`src/rtl/servant_mem_sched.sv`:
```
// servant_mem_sched: round-robin share of the servant RAM port between ibus (0), dbus (1) and accelerator (2).
// Latency: request seen in IDLE -> o_mem_cyc next cycle, ack routed combinationally; one IDLE cycle between transactions.
// Backpressure: requesters hold cyc/req until ack/gnt; optional ack-timeout abort with SERVANT_MEM_SCHED_TIMEOUT_EN.
module servant_mem_sched #(
  parameter int TIMEOUT = 255
) (
  input  logic        i_clk,
  input  logic        i_rst_n,
  input  logic [31:0] i_ibus_adr,
  input  logic        i_ibus_cyc,
  output logic [31:0] o_ibus_rdt,
  output logic        o_ibus_ack,
  input  logic [31:0] i_dbus_adr,
  input  logic [31:0] i_dbus_dat,
  input  logic [3:0]  i_dbus_sel,
  input  logic        i_dbus_we,
  input  logic        i_dbus_cyc,
  output logic [31:0] o_dbus_rdt,
  output logic        o_dbus_ack,
  input  logic        i_acc_req,
  input  logic [31:0] i_acc_adr,
  input  logic [31:0] i_acc_wdata,
  input  logic [3:0]  i_acc_be,
  input  logic        i_acc_we,
  output logic        o_acc_gnt,
  output logic        o_acc_rvalid,
  output logic [31:0] o_acc_rdata,
  output logic [31:0] o_mem_adr,
  output logic [31:0] o_mem_dat,
  output logic [3:0]  o_mem_sel,
  output logic        o_mem_we,
  output logic        o_mem_cyc,
  input  logic [31:0] i_mem_rdt,
  input  logic        i_mem_ack,
  output logic        o_timeout
);

  typedef enum logic {IDLE, BUSY} state_t;

  state_t      state, state_nxt;
  logic [1:0]  last_owner;
  logic [2:0]  req;
  logic [1:0]  c0, c1, win;
  logic        win_vld;
  logic        done;
  logic        abort;
  logic [31:0] rdt;

  assign req = {i_acc_req, i_dbus_cyc, i_ibus_cyc};

  // Priority order starts at the requester after the last owner; the last owner itself comes last.
  assign c0 = (last_owner == 2'd2) ? 2'd0 : last_owner + 2'd1;
  assign c1 = (c0 == 2'd2) ? 2'd0 : c0 + 2'd1;

  always_comb begin
    win_vld = |req;
    win     = last_owner;
    if (req[c0])      win = c0;
    else if (req[c1]) win = c1;
  end

  assign done = (state == BUSY) && (i_mem_ack || abort);

  always_ff @(posedge i_clk or negedge i_rst_n) begin
    if (!i_rst_n) state <= IDLE;
    else          state <= state_nxt;
  end

  always_comb begin
    state_nxt = state;
    o_acc_gnt = 1'b0;
    case (state)
      IDLE: begin
        if (win_vld) begin
          state_nxt = BUSY;
          o_acc_gnt = (win == 2'd2);
        end
      end
      BUSY: begin
        if (done) state_nxt = IDLE;
      end
      default: state_nxt = IDLE;
    endcase
  end

  always_ff @(posedge i_clk or negedge i_rst_n) begin
    if (!i_rst_n) begin
      last_owner <= 2'd2;
      o_mem_cyc  <= 1'b0;
      o_mem_adr  <= 32'h0;
      o_mem_dat  <= 32'h0;
      o_mem_sel  <= 4'h0;
      o_mem_we   <= 1'b0;
    end else if (state == IDLE && win_vld) begin
      last_owner <= win;
      o_mem_cyc  <= 1'b1;
      case (win)
        2'd0: begin
          o_mem_adr <= i_ibus_adr;
          o_mem_dat <= 32'h0;
          o_mem_sel <= 4'hF;
          o_mem_we  <= 1'b0;
        end
        2'd1: begin
          o_mem_adr <= i_dbus_adr;
          o_mem_dat <= i_dbus_dat;
          o_mem_sel <= i_dbus_sel;
          o_mem_we  <= i_dbus_we;
        end
        default: begin
          o_mem_adr <= i_acc_adr;
          o_mem_dat <= i_acc_wdata;
          o_mem_sel <= i_acc_be;
          o_mem_we  <= i_acc_we;
        end
      endcase
    end else if (done) begin
      o_mem_cyc <= 1'b0;
    end
  end

  // A real ack always beats an abort in the same cycle.
  assign rdt          = (abort && !i_mem_ack) ? 32'h0 : i_mem_rdt;
  assign o_ibus_rdt   = rdt;
  assign o_dbus_rdt   = rdt;
  assign o_acc_rdata  = rdt;
  assign o_ibus_ack   = done && (last_owner == 2'd0);
  assign o_dbus_ack   = done && (last_owner == 2'd1);
  assign o_acc_rvalid = done && (last_owner == 2'd2);

`ifdef SERVANT_MEM_SCHED_TIMEOUT_EN
  logic [15:0] tmo_cnt;
  logic        tmo_flag;

  assign abort     = (state == BUSY) && (tmo_cnt == 16'(TIMEOUT - 1));
  assign o_timeout = tmo_flag;

  always_ff @(posedge i_clk or negedge i_rst_n) begin
    if (!i_rst_n) begin
      tmo_cnt  <= 16'h0;
      tmo_flag <= 1'b0;
    end else begin
      if (state == IDLE)   tmo_cnt <= 16'h0;
      else if (!i_mem_ack) tmo_cnt <= tmo_cnt + 16'h1;
      if (abort && !i_mem_ack) tmo_flag <= 1'b1;
    end
  end
`else
  localparam int unused_timeout = TIMEOUT;
  assign abort     = 1'b0;
  assign o_timeout = 1'b0;
`endif

endmodule

```
`config.mk`:
```
export PLATFORM = sky130hd
export DESIGN_NAME = servant_mem_sched
export DESIGN_NICKNAME = d
export VERILOG_FILES = /design/src/rtl/servant_mem_sched.sv
export SDC_FILE = /design/constraint.sdc
export NUM_CORES = 1
export LEC_CHECK = 0
export ABC_AREA = 0
export BUFFER_PORTS_ARGS = -buffer_cell sky130_fd_sc_hd__buf_4
export CAP_MARGIN = 10
export CORE_AREA = 10 10 139 141
export DETAILED_ROUTE_END_ITERATION = 8
export DIE_AREA = 0 0 149 151
export GPL_ROUTABILITY_DRIVEN = 0
export PLACE_DENSITY = 0.64
export SLEW_MARGIN = 20
export SYNTH_ARGS = -nofsm -noshare
export SYNTH_HDL_FRONTEND = slang
export SYNTH_SLANG_ARGS = --single-unit
```
`constraint.sdc`:
```
create_clock -name i_clk -period 3.2 [get_ports i_clk]
set_input_delay 0.64 -clock i_clk [delete_from_list [all_inputs] [get_ports i_clk]]
set_output_delay 0.64 -clock i_clk [all_outputs]
set_load 0.02 [all_outputs]
```
-- Word level (Yosys, flattened, before mapping)
Cells that the tools add are included.
Widths: inputs -> output; s select.
- memories kept: 0
- bits in latches: 0
- bits in writable memories: 0
- output and inout bits: 171
- register bits: 73
- bits in read-only memories: 0
- logic and storage cells: 45
- bitwise logic cells: 1
- equality and inequality tests: 5
- shifts and indexed selects: 0
- $add $sub $neg: 2
- multiply operators: 0
- div/mod/pow operators: 0
- multiplexer cells: 19
- $lt $le $gt $ge: 2
- reduce and logical (&&, ||, !) cells: 9
- operator list (kind ; number):
    $pmux 32 s2 ; 2
    $mux 1 ; 8
    $mux 2 ; 4
    $pmux 4 s2 ; 1
    $eq 2x2->1 const B ; 3
    $lt 2x3->1 const B ; 2
    $logic_and 1x1->1 ; 5
    $add 2x1->2 const B ; 2
    $bmux 1 s2 ; 2
    $eq 2x1->1 const B ; 2
    $logic_not 2->1 ; 2
    $pmux 1 s2 ; 2
    $reduce_or 3->1 ; 1
    $reduce_bool 2->1 ; 1
    $not 1->1 ; 1

-- Logic depth before layout (Yosys ltp)
- depth after elaboration: 11
- depth in mapped cells: 8

-- Worst setup path after synthesis
No wires, ideal clock.
- path kind: input to output
- from: in i_mem_ack
- to: out o_acc_rvalid
- arrival time: 1.270 ns
- stages: 2
- path buffers: 0
- setup slack: 1.290 ns
- path through: nand2_1 -> nor3b_1
- longest elaborated chain between the ends: 2
- ends and longest elaborated chain (element ; RTL line ; text):
    start: declaration ; 34 ; input logic i_mem_ack,
    $logic_and 1x1->1 ; 62 ; assign done = (state == BUSY) && (i_mem_ack || abort);
    $logic_and 1x1->1 ; 129 ; assign o_acc_rvalid = done && (last_owner == 2'd2);
    end: declaration ; 26 ; output logic o_acc_rvalid,
Every way passes these cells.

-- Final worst setup path
- from: reg state
- to: out o_acc_rvalid
- longest elaborated chain between the ends: 2
- ends and longest elaborated chain (element ; RTL line ; text):
    start: declaration ; 40 ; state_t state, state_nxt;
    start signal: assignment ; 66 ; else state <= state_nxt;
    $logic_and 1x1->1 ; 62 ;
    $logic_and 1x1->1 ; 129 ;
Every way passes these cells.

==> results_dict.tcl <==
set metrics [dict create \
    status "completed" \
    dieArea_sq_um 22500 \
    arrival_ps 1600 \
    syn_area_sq_um 4080 \
    multi_input_area_sq_um 1260 \
    synth_compound_area_share_pct 20.3 \
    first_iter_violations 240 \
    fp.dieH_microns 151 \
    drive_gt1_share_pct 47.5 \
    cts_setup_buffers 0 \
    root_buffer "clkbuf_16" \
    end_kind "output port" \
    synth_cells 437 \
    slew_violations 0 \
    clock_sinks 73 \
    power_uw 4100 \
    viasPerCell 4.65 \
    critPathMaxFanout 9 \
    slowest_stage "dfrtp_1" \
    synthAdderAreaFrac_pct 0 \
    cp_slowest_stage_delay_ps 500 \
    ys_ff_latch 73 \
    pwr-share-clk_pct 25.9 \
    cts_buffers 9 \
    grt_pass1_wl_microns 23300 \
    grt_max_degree 74 \
    cts_max_level 3 \
    num_antenna_cells 0 \
    internal_power_uw 2590 \
    core_sq_um 16500 \
    start_util_pct 24.8 \
    final_antenna_net_count 0 \
    worst-path-buf-inv 1 \
    place_hpwl_microns 12200 \
    synthXorXnorAreaFrac_pct 0 \
    synthSimpleGateAreaFrac_pct 8.78 \
    maxSlewHeadroom_pct 33.3 \
    io_buffers 249 \
    synth_warnings 0 \
    fillers 1718 \
    synthMuxAreaShare_pct 1.72 \
    io-pin-count 379 \
    nNetsFinal 788 \
    drv_cap 0 \
    hold_violations 0 \
    setup_viol 0 \
    tightest_slew_ps 1000 \
    fp-row-count 47 \
    dr.pass1.iters 7 \
    peakVddDrop_mv 0.309 \
    wl_per_cell_microns 19.9 \
    pre_cts_slack_ps 1020 \
    grt_pass1_vias 4033 \
    grt_overflow_total 0 \
    cts_max_path_buffers 2 \
    synth_top_family_by_area "buffers and inverters" \
    setup_ws_ps 958 \
    clkTransAtPathRegs_ps 60 \
    min_path_type "in2async" \
    cts_hold_buffers 0 \
    critPathKind "reg2out" \
    skew_ps 9.42 \
    pwr-share-seq_pct 33.4 \
    ys_types 29 \
    grt_usage_pct 13.5 \
    swShare_pct 36.8 \
    period_minus_slack_ps 2240 \
    ys_seq_area_share_pct 44.8 \
    worstSetupStartpointType "register" \
    syn-mean-instance-area_sq_um 9.33 \
    die_width_microns 149 \
    totalWireLength_microns 16000 \
    path_cells "nand2_1, nor3b_1, buf_4" \
    leakage_uw 0.00294 \
    cp_top_family "simple AND/OR/NAND/NOR gates" \
    p_per_area_nw_per_um2 715 \
    dpl_cell_area_sq_um 5420 \
    final.period_utilization_pct 70.1 \
    stdcell_area_sq_um 5730 \
    clk_latency_ps 340 \
    max_freq_mhz 446 \
    cts_tree "yes" \
    vias 3745 \
    drcViolationCount 0 \
    syn_nets 645 \
    seqCellArea_sq_um 1830 \
    required_ps 2560 \
    power_frac_comb_pct 40.7 \
    switchingPower_uw 1510 \
    cts_resized 0 \
    finalSetupTns_ps 0 \
    grt_antenna_before_repair 0 \
    rsz0062_at_grt "no" \
    syn_to_final_growth_pct 40.5 \
]
-- metal layers --
layer	global-route usage, %	wire length (microns)	vias up
li1	-	-	1741
met1	14.9	6080	1733
met4	7.46	548	0
met5	0	0	-
met3	5.94	1840	40
met2	21.4	7540	231
-- synth_stat cells --
cell type  count  area [sq um]
nor2b_1        5          31.3
a222oi_1      33           330
clkbuf_2       1          5.00
a21oi_1        4          20.0
o21ai_0       10          50.1
mux2i_1        7          70.1
nand2b_1       1          6.26
o21a_1         4          30.0
or2_2          1          6.26
buf_4        100           751
nor2_1        14          52.6
conb_1         1          3.75
nor2b_2        1          8.76
a31oi_1       26           163
inv_1         33           124
buf_6          1          11.3
and2_1         1          6.26
and3_1         1          6.26
nor2_2         1          6.26
a22oi_1        6          45.0
dfrtp_1       72          1800
nor3_1         2          10.0
clkbuf_1      12          45.0
o22ai_1       30           188
dfstp_2        1          26.3
nand2_1       56           210
nor3b_1        1          7.51
or2_1          1          6.26
buf_2         11          55.1
-- power by group through the flow --
stage / sequential [uW] / clock, uW / combinational [uW]
detailed placement: 1380 / 0 / 1700
finish: 1370 / 1060 / 1670
CTS: 1370 / 1110 / 1700
floorplan: 1660 / 0 / 777
global route: 1400 / 1150 / 1810
global placement: 1380 / 0 / 1690
-- through the flow --
stage,hold slack (ps),std cells,utilization [%]
final,477,805,34.8
after global routing,494,805,34.8
after CTS,476,805,34.8
after detailed placement,487,789,32.9
after global placement,476,789,32.9
after floorplan,344,437,-
-- layout by cell type, fill, tap and decap left out, drive strengths merged, types with 4 or more instances in the layout --
cell	netlist	layout
o21ai	10	10
a22oi	6	6
inv	33	33
o22ai	30	30
buf	112	257
mux2i	7	7
nand2	56	56
a21oi	4	4
nor2b	6	6
a222oi	33	33
a31oi	26	26
o21a	4	4
nor2	15	15
dfrtp	72	72
clkbuf	13	12
-- final timing paths --
| kind | startpoint | to | slack (ps) | cells past startpoint |
|---|---|---|---|---|
| worst min-delay path | i_rst_n | o_mem_dat[17]$_DFFE_PN0P_ | 480 | 1 |
| worst max register to register | last_owner[1]$_DFFE_PN1P_ | o_mem_adr[14]$_DFFE_PN0P_ | 1300 | 6 |
| min in group i_clk | i_mem_ack | state$_DFF_PN0_ | 490 | 2 |
| max in group asynchronous | i_rst_n | o_mem_adr[27]$_DFFE_PN0P_ | 2080 | 1 |
| worst max-delay path | state$_DFF_PN0_ | o_acc_rvalid | 960 | 3 |
| worst min register to register | o_mem_cyc$_DFFE_PN0P_ | o_mem_cyc$_DFFE_PN0P_ | 500 | 1 |
-- registers in the layout, indices dropped and copies added, names as in the netlist --
name	cells
o_mem_adr	32
o_mem_cyc	1
last_owner	2
o_mem_sel	4
state	1
o_mem_dat	32
o_mem_we	1
-- cell families (layout without fill, tap and decap cells) --
| logic type | Yosys count | count (layout) |
|---|---|---|
| mux | 7 | 7 |
| flops | 73 | 73 |
| compound gates | 113 | 113 |
| other cells | 1 | 1 |
| buf+inv | 158 | 306 |
| simple gates | 85 | 85 |
-- final cells by class --
type / count / area share [%]
Clock buffer: 12 / 4.48
Clock inverter: 4 / 0.896
Inverter: 33 / 2.16
Multi-Input combinational cell: 206 / 22.1
Sequential cell: 73 / 31.9
Tap cell: 220 / 4.81
Timing Repair Buffer: 257 / 33.7
Power figures use the tool's default switching activity.
